`src/rtl/ser_frame_gen_if.sv`:
```
// Load handshake, parity config, advance strobe and serial status for ser_frame_gen.
interface ser_frame_gen_if #(
    parameter int unsigned DATA_W = 8
);
    logic [DATA_W-1:0] P_DATA;
    logic              DATA_VLD;
    logic              DATA_RDY;
    logic              PAR_EN;
    logic              PAR_TYP;
    logic              SER_EN;
    logic              SER_DATA;
    logic              SER_BUSY;
    logic              SER_DONE;

    // Producer / framing side: supplies payloads and the advance strobe.
    modport master (
        output P_DATA, DATA_VLD, PAR_EN, PAR_TYP, SER_EN,
        input  DATA_RDY, SER_DATA, SER_BUSY, SER_DONE
    );

    // Serializer side.
    modport slave (
        input  P_DATA, DATA_VLD, PAR_EN, PAR_TYP, SER_EN,
        output DATA_RDY, SER_DATA, SER_BUSY, SER_DONE
    );
endinterface

```
`src/rtl/ser_frame_gen.sv`:
```
// Parallel-to-serial engine: configurable bit order, optional parity, ready/valid load.
module ser_frame_gen #(
    parameter int unsigned DATA_W    = 8,
    parameter bit          LSB_FIRST = 1'b1,
    parameter bit          IDLE_VAL  = 1'b1
) (
    input  logic           CLK,
    input  logic           RST,
    ser_frame_gen_if.slave bus
);
    localparam int unsigned CNT_W = $clog2(DATA_W + 1);

    typedef enum logic [1:0] {IDLE, SHIFT, PARITY} state_t;

    state_t            state_q, state_d;
    logic [DATA_W-1:0] shreg_q, shreg_d;
    logic [CNT_W-1:0]  cnt_q, cnt_d;
    logic              par_en_q, par_en_d;
    logic              par_bit_q, par_bit_d;
    logic              ser_q, ser_d;
    logic              busy_q, busy_d;
    logic              rdy_q, rdy_d;
    logic              done_q, done_d;
    logic              rel_c;

    // State and datapath registers; reset aborts any frame in flight.
    always_ff @(posedge CLK or negedge RST) begin
        if (!RST) begin
            state_q   <= IDLE;
            shreg_q   <= '0;
            cnt_q     <= '0;
            par_en_q  <= 1'b0;
            par_bit_q <= 1'b0;
            ser_q     <= IDLE_VAL;
            busy_q    <= 1'b0;
            rdy_q     <= 1'b1;
            done_q    <= 1'b0;
        end else begin
            state_q   <= state_d;
            shreg_q   <= shreg_d;
            cnt_q     <= cnt_d;
            par_en_q  <= par_en_d;
            par_bit_q <= par_bit_d;
            ser_q     <= ser_d;
            busy_q    <= busy_d;
            rdy_q     <= rdy_d;
            done_q    <= done_d;
        end
    end

    // Next-state and next-output logic; every register holds unless a strobe or accept moves it.
    always_comb begin
        state_d   = state_q;
        shreg_d   = shreg_q;
        cnt_d     = cnt_q;
        par_en_d  = par_en_q;
        par_bit_d = par_bit_q;
        ser_d     = ser_q;
        busy_d    = busy_q;
        rdy_d     = rdy_q;
        done_d    = 1'b0;
        rel_c     = 1'b0;

        unique case (state_q)
            IDLE: begin
                // Accept wins over SER_EN; the first bit waits for a later strobe.
                if (bus.DATA_VLD) begin
                    shreg_d   = bus.P_DATA;
                    par_en_d  = bus.PAR_EN;
                    par_bit_d = (^bus.P_DATA) ^ bus.PAR_TYP;
                    cnt_d     = CNT_W'(DATA_W);
                    state_d   = SHIFT;
                    busy_d    = 1'b1;
                    rdy_d     = 1'b0;
                end
            end
            SHIFT: begin
                if (bus.SER_EN) begin
                    if (cnt_q != '0) begin
                        if (LSB_FIRST) begin
                            ser_d   = shreg_q[0];
                            shreg_d = shreg_q >> 1;
                        end else begin
                            ser_d   = shreg_q[DATA_W-1];
                            shreg_d = shreg_q << 1;
                        end
                        cnt_d = cnt_q - CNT_W'(1);
                    end else if (par_en_q) begin
                        ser_d   = par_bit_q;
                        state_d = PARITY;
                    end else begin
                        rel_c = 1'b1;
                    end
                end
            end
            PARITY: begin
                if (bus.SER_EN) begin
                    rel_c = 1'b1;
                end
            end
            default: begin
                state_d = IDLE;
            end
        endcase

        // Release edge: line back to idle, ready again in the same cycle as the done pulse.
        if (rel_c) begin
            ser_d   = IDLE_VAL;
            state_d = IDLE;
            busy_d  = 1'b0;
            rdy_d   = 1'b1;
            done_d  = 1'b1;
        end
    end

    assign bus.SER_DATA = ser_q;
    assign bus.SER_BUSY = busy_q;
    assign bus.DATA_RDY = rdy_q;
    assign bus.SER_DONE = done_q;
endmodule

```
`src/flat_wrapper.sv`:
```
// flat-port wrapper written by rule: the top's interface ports become plain ports
module ser_frame_gen_flat 
#(
    parameter int unsigned DATA_W    = 8,
    parameter bit          LSB_FIRST = 1'b1,
    parameter bit          IDLE_VAL  = 1'b1
)
  (CLK, RST, bus_P_DATA, bus_DATA_VLD, bus_PAR_EN, bus_PAR_TYP, bus_SER_EN, bus_DATA_RDY, bus_SER_DATA, bus_SER_BUSY, bus_SER_DONE);
  ser_frame_gen_if #(.DATA_W(DATA_W)) bus_i ();
  input  logic CLK;
  input  logic RST;
  input wire logic [$bits(bus_i.P_DATA)-1:0] bus_P_DATA;
  input wire logic [$bits(bus_i.DATA_VLD)-1:0] bus_DATA_VLD;
  input wire logic [$bits(bus_i.PAR_EN)-1:0] bus_PAR_EN;
  input wire logic [$bits(bus_i.PAR_TYP)-1:0] bus_PAR_TYP;
  input wire logic [$bits(bus_i.SER_EN)-1:0] bus_SER_EN;
  output wire logic [$bits(bus_i.DATA_RDY)-1:0] bus_DATA_RDY;
  output wire logic [$bits(bus_i.SER_DATA)-1:0] bus_SER_DATA;
  output wire logic [$bits(bus_i.SER_BUSY)-1:0] bus_SER_BUSY;
  output wire logic [$bits(bus_i.SER_DONE)-1:0] bus_SER_DONE;
  assign bus_i.P_DATA = bus_P_DATA;
  assign bus_i.DATA_VLD = bus_DATA_VLD;
  assign bus_i.PAR_EN = bus_PAR_EN;
  assign bus_i.PAR_TYP = bus_PAR_TYP;
  assign bus_i.SER_EN = bus_SER_EN;
  assign bus_DATA_RDY = bus_i.DATA_RDY;
  assign bus_SER_DATA = bus_i.SER_DATA;
  assign bus_SER_BUSY = bus_i.SER_BUSY;
  assign bus_SER_DONE = bus_i.SER_DONE;
  ser_frame_gen #(.DATA_W(DATA_W), .LSB_FIRST(LSB_FIRST), .IDLE_VAL(IDLE_VAL)) u_core (.CLK(CLK), .RST(RST), .bus(bus_i));
endmodule
```
`config.mk`:
```
export PLATFORM = sky130hd
export DESIGN_NAME = ser_frame_gen_flat
export DESIGN_NICKNAME = d
export VERILOG_FILES = /design/src/rtl/ser_frame_gen_if.sv /design/src/rtl/ser_frame_gen.sv /design/src/flat_wrapper.sv
export SDC_FILE = /design/constraint.sdc
export NUM_CORES = 1
export LEC_CHECK = 0
export CAP_MARGIN = 20
export CORE_MARGIN = 1
export CORE_UTILIZATION = 28
export CTS_CLUSTER_SIZE = 8
export DETAILED_ROUTE_END_ITERATION = 8
export PLACE_DENSITY = 0.45
export SLEW_MARGIN = 20
export SYNTH_ARGS = -nofsm -noshare
export SYNTH_HDL_FRONTEND = slang
export SYNTH_SLANG_ARGS = --single-unit
```
`constraint.sdc`:
```
create_clock -name CLK -period 3.24 [get_ports CLK]
set_input_delay 0.648 -clock CLK [delete_from_list [all_inputs] [get_ports CLK]]
set_output_delay 0.648 -clock CLK [all_outputs]
set_load 0.05 [all_outputs]
```
==> reports/qor.log <==
qor: layout.regArea 503 µm²
qor: worst_hold_path.hold_class reg -> reg
qor: critical_path.criticalPathCategory reg -> out
qor: layout.finish.utilization 37.8%
qor: detailed_routing.route.detailed.vias_per_inst 4.89
qor: critical_path.crit_slowest_cell sky130_fd_sc_hd__clkdlybuf4s50_1
qor: pwr.internal_power 0.000803 W
qor: sta.achievable-frequency 447 MHz
qor: layout.areaGrowthSynthToFinish 25.0%
qor: grt.grt_antenna_before_repair 0
qor: synth.synthesis.area_per_instance 11.9 µm²
qor: grt.first_pass_grt_wire_length 4000 µm
qor: clock_tree.clock_sinks 20
qor: layout.mostFrequentLayoutCell sky130_fd_sc_hd__dfrtp_1
qor: floorplan.rows 22
qor: clock_tree.number_of_buffers_created_by_cts 3
qor: synth.synth_top_cells_by_area sky130_fd_sc_hd__dfrtp_1 (39%), sky130_fd_sc_hd__mux2_4 (9.1%), sky130_fd_sc_hd__mux2_2 (8.8%)
qor: placed_design.placed_cells 162
qor: critical_path.worst-path-buf-inv 1
qor: grt.grt_use_total 12.3%
qor: sta.actual_transition_at_the_worst_max_transition_pin 0.917 ns
qor: sta.post-route-min-period 2.24 ns
qor: worst_hold_path.min_path_cells 2
qor: critical_path.worstPathMaxFanout 2
qor: detailed_routing.drc 0
qor: placed_design.gp_congestion 0.757
qor: detailed_routing.detail_route.wl_per_cell 13.9 µm
qor: layout.filler_cell_count 384
qor: sta.timing.final.crit_share 69.1%
qor: critical_path.critPathArrivalTime 1.59 ns
qor: sta.grt_setup_unrepaired false
qor: critical_path.maximum_cell_stage_delay_along_the_critical_path 0.79 ns
qor: critical_path.crit_path_start_kind flip-flop
qor: pwr.vdd.ir_drop.worst 0.266 mV
qor: layout.layoutNonFillerInstCount 166
qor: floorplan.fp.coreArea 0.00380 mm²
qor: clock_tree.clock-root-buffer sky130_fd_sc_hd__clkbuf_8
qor: detailed_routing.firstDrtPassIters 4
qor: synth.synthCells 97
qor: floorplan.initial_utilization 30.3%
qor: pwr.p_seq_share 34.1%
qor: synth.postSynthNetCount 115
qor: clock_tree.clk-insertion-delay-late 0.26 ns
qor: layout.antennaDiodeCount 0
qor: synth.seq_area_frac_synth 43.7%
qor: worst_hold_path.hold-path-endpoint u_core.par_bit_q$_DFFE_PN0P_
qor: clock_tree.cts_setup_buffers 0
qor: sta.clock-skew-final 0.00464 ns
qor: floorplan.num_io_pins 18
qor: pwr.power_leakage 0.627 nW
qor: worst_hold_path.hp-start u_core.par_bit_q$_DFFE_PN0P_
qor: detailed_routing.finalWirelength 2300 µm
qor: sta.finalSetupViolations 0
qor: layout.final_net_count 137
qor: sta.max-slew-margin-rel 38.7%
qor: critical_path.timing.reg2reg.setup_slack 1.35 ns
qor: critical_path.critical_path.cell_chain clkdlybuf4s50_1
qor: synth.yosys_warnings 0
qor: detailed_routing.drt_iter0_markers 51
qor: pwr.gate_power_share 50.3%
qor: pwr.power.switching 0.000449 W
qor: placed_design.port_buffers 17
qor: clock_tree.htreeDepth 1
qor: run.maxcap_violations 0
qor: floorplan.die-height 66.1 µm
qor: sta.hold_violations 0
qor: critical_path.critPathCaptureType output port
qor: grt.first_global_vias 886
qor: clock_tree.cts_tree yes
qor: grt.grt_max_degree 21
qor: grt.grt.overflow.total 0
qor: synth.yosys_register_bits 20
qor: critical_path.critical_path.reg2reg.startpoint u_core.cnt_q[0]$_DFFE_PN0P_
qor: pwr.clkPwrFrac 15.6%
qor: synth.post-synth-top-area-cell sky130_fd_sc_hd__dfrtp_1
qor: critical_path.cp_data_required_time 2.59 ns
qor: layout.multi_input_area 619 µm²
qor: synth.ys_types 35
qor: pwr.cellPowerDensity 871 mW/mm²
qor: detailed_routing.final_antenna_violating_net_count 0
qor: critical_path.ff2ff_path_depth 6
qor: synth.netlist.area_leader.share 39.2%
qor: layout.layout-drive-gt1-share 22.9%
qor: pwr.swShare 35.9%
qor: sta.fin_setup_tns 0 ns
qor: clock_tree.post_cts.resized_instances 0
qor: outcome.run_status finished, final reports clean
qor: synth.syn_area 0.00115 mm²
qor: clock_tree.post_cts_hold_buffer_count 0
qor: clock_tree.path_clk_slew 0.08 ns
qor: floorplan.die_x 66.1 µm
qor: clock_tree.cts.path.max_buffers 2
qor: critical_path.critical_path.top_delay_family buffers and inverters
qor: detailed_routing.total_via_count_in_the_routed_design 811
qor: layout.final_cell_mix sky130_fd_sc_hd__dfrtp_1 (18), sky130_fd_sc_hd__clkdlybuf4s50_1 (17), sky130_fd_sc_hd__mux2_2 (9), sky130_fd_sc_hd__mux2_4 (7)
qor: sta.final_max_slew_viol_count 0
qor: placed_design.place.detailed.hpwl 1680 µm
qor: floorplan.die-area 0.00437 mm²
qor: critical_path.critical_path.reg2reg.endpoint u_core.shreg_q[6]$_DFFE_PN0P_
==> worst max-delay path by stage <==
stage / from / to / slack (ns) / cells after the start
after floorplan: u_core.cnt_q[0]$_DFFE_PN0P_ / u_core.shreg_q[0]$_DFFE_PN0P_ / 1.58 / 6
after CTS: u_core.bus.SER_DATA$_DFFE_PN1P_ / bus_SER_DATA / 1.0 / 1
after detailed placement: bus_DATA_VLD / u_core.state_q[0]$_DFFE_PN0P_ / 0.91 / 5
after global placement: bus_DATA_VLD / u_core.state_q[0]$_DFFE_PN0P_ / 0.93 / 5
final: u_core.bus.SER_DATA$_DFFE_PN1P_ / bus_SER_DATA / 1.00 / 1
after global routing: u_core.bus.SER_DATA$_DFFE_PN1P_ / bus_SER_DATA / 0.96 / 1
==> cell usage after synthesis <==
| cell type | number |
|---|---|
| sky130_fd_sc_hd__o21ai_0 | 3 |
| sky130_fd_sc_hd__nor3b_4 | 1 |
| sky130_fd_sc_hd__nand2b_1 | 1 |
| sky130_fd_sc_hd__o21ai_4 | 1 |
| sky130_fd_sc_hd__a221oi_1 | 1 |
| sky130_fd_sc_hd__nor2_1 | 6 |
| sky130_fd_sc_hd__o22ai_1 | 1 |
| sky130_fd_sc_hd__mux2i_1 | 3 |
| sky130_fd_sc_hd__dfrtp_1 | 18 |
| sky130_fd_sc_hd__nor2b_1 | 2 |
| sky130_fd_sc_hd__mux2_4 | 7 |
| sky130_fd_sc_hd__nand3_1 | 1 |
| sky130_fd_sc_hd__dfstp_2 | 2 |
| sky130_fd_sc_hd__o31ai_1 | 1 |
| sky130_fd_sc_hd__a21oi_1 | 3 |
| sky130_fd_sc_hd__o221ai_1 | 1 |
| sky130_fd_sc_hd__xor2_1 | 2 |
| sky130_fd_sc_hd__nor3_1 | 2 |
| sky130_fd_sc_hd__nor4b_1 | 1 |
| sky130_fd_sc_hd__or3_1 | 1 |
| sky130_fd_sc_hd__a22o_1 | 1 |
| sky130_fd_sc_hd__xnor3_1 | 1 |
| sky130_fd_sc_hd__buf_2 | 1 |
| sky130_fd_sc_hd__xnor2_1 | 4 |
| sky130_fd_sc_hd__o22ai_2 | 1 |
| sky130_fd_sc_hd__nand4_1 | 1 |
| sky130_fd_sc_hd__a211oi_1 | 1 |
| sky130_fd_sc_hd__nor3_2 | 1 |
| sky130_fd_sc_hd__a31oi_1 | 2 |
| sky130_fd_sc_hd__nand2_1 | 5 |
| sky130_fd_sc_hd__and3_1 | 1 |
| sky130_fd_sc_hd__a21o_1 | 1 |
| sky130_fd_sc_hd__ha_1 | 4 |
| sky130_fd_sc_hd__inv_1 | 6 |
| sky130_fd_sc_hd__mux2_2 | 9 |
==> sequential cells by signal, summed over array words and instances (netlist names) <==
name                 count
u_core.par_bit_q         1
u_core.state_q           2
u_core.par_en_q          1
u_core.cnt_q             4
u_core.bus.SER_BUSY      1
u_core.bus.SER_DATA      1
u_core.shreg_q           8
u_core.bus.DATA_RDY      1
u_core.bus.SER_DONE      1
==> power by group through the flow <==
| stage | logic [W] | clock network (W) | registers, W |
|---|---|---|---|
| 2_1_floorplan | 0.000480 | 0 | 0.000443 |
| 3_3_place_gp | 0.000629 | 0 | 0.000429 |
| 3_5_place_dp | 0.000639 | 0 | 0.000428 |
| 4_1_cts | 0.000638 | 0.000201 | 0.000426 |
| 5_1_grt | 0.000690 | 0.000209 | 0.000439 |
| 6_report | 0.000630 | 0.000195 | 0.000427 |
==> cells by family after synthesis <==
| kind of cell | synth area share, % |
|---|---|
| multiplexers | 20.6 |
| AND/OR/NAND/NOR | 11.4 |
| adder cells (fa/ha/maj) | 4.35 |
| buffers and inverters | 2.39 |
| AO/OA/AOI/OAI | 11.0 |
| flip-flops | 43.7 |
| XOR/XNOR | 6.53 |
==> per-stage QoR <==
| step | hold WS [ns] | power [W] | instance area (µm²) | setup WS (ns) |
|---|---|---|---|---|
| 2_1_floorplan | 0.352 | 0.000924 | 1150 | 1.58 |
| 3_3_place_gp | 0.473 | 0.00106 | 1380 | 0.930 |
| 3_5_place_dp | 0.475 | 0.00107 | 1380 | 0.913 |
| 4_1_cts | 0.493 | 0.00126 | 1440 | 0.998 |
| 5_1_grt | 0.529 | 0.00134 | 1440 | 0.964 |
| 6_report | 0.486 | 0.00125 | 1440 | 1.00 |
==> routing by layer <==
metal	vias up	GRT usage (%)	wire, µm
met5	-	0	0
met4	0	6.38	51
met3	5	2.41	105
met2	18	21.0	1080
met1	399	14.4	1070
li1	389	-	-
==> final cells by class <==
| class | instances | area share, % |
|---|---|---|
| repair buffers | 18 | 12.4 |
| well taps | 48 | 4.18 |
| flip-flops and latches | 20 | 35.0 |
| inverters | 6 | 1.57 |
| clock buffers | 4 | 3.83 |
| multi-input cells | 70 | 43.1 |
Power figures use the tool's default switching activity.
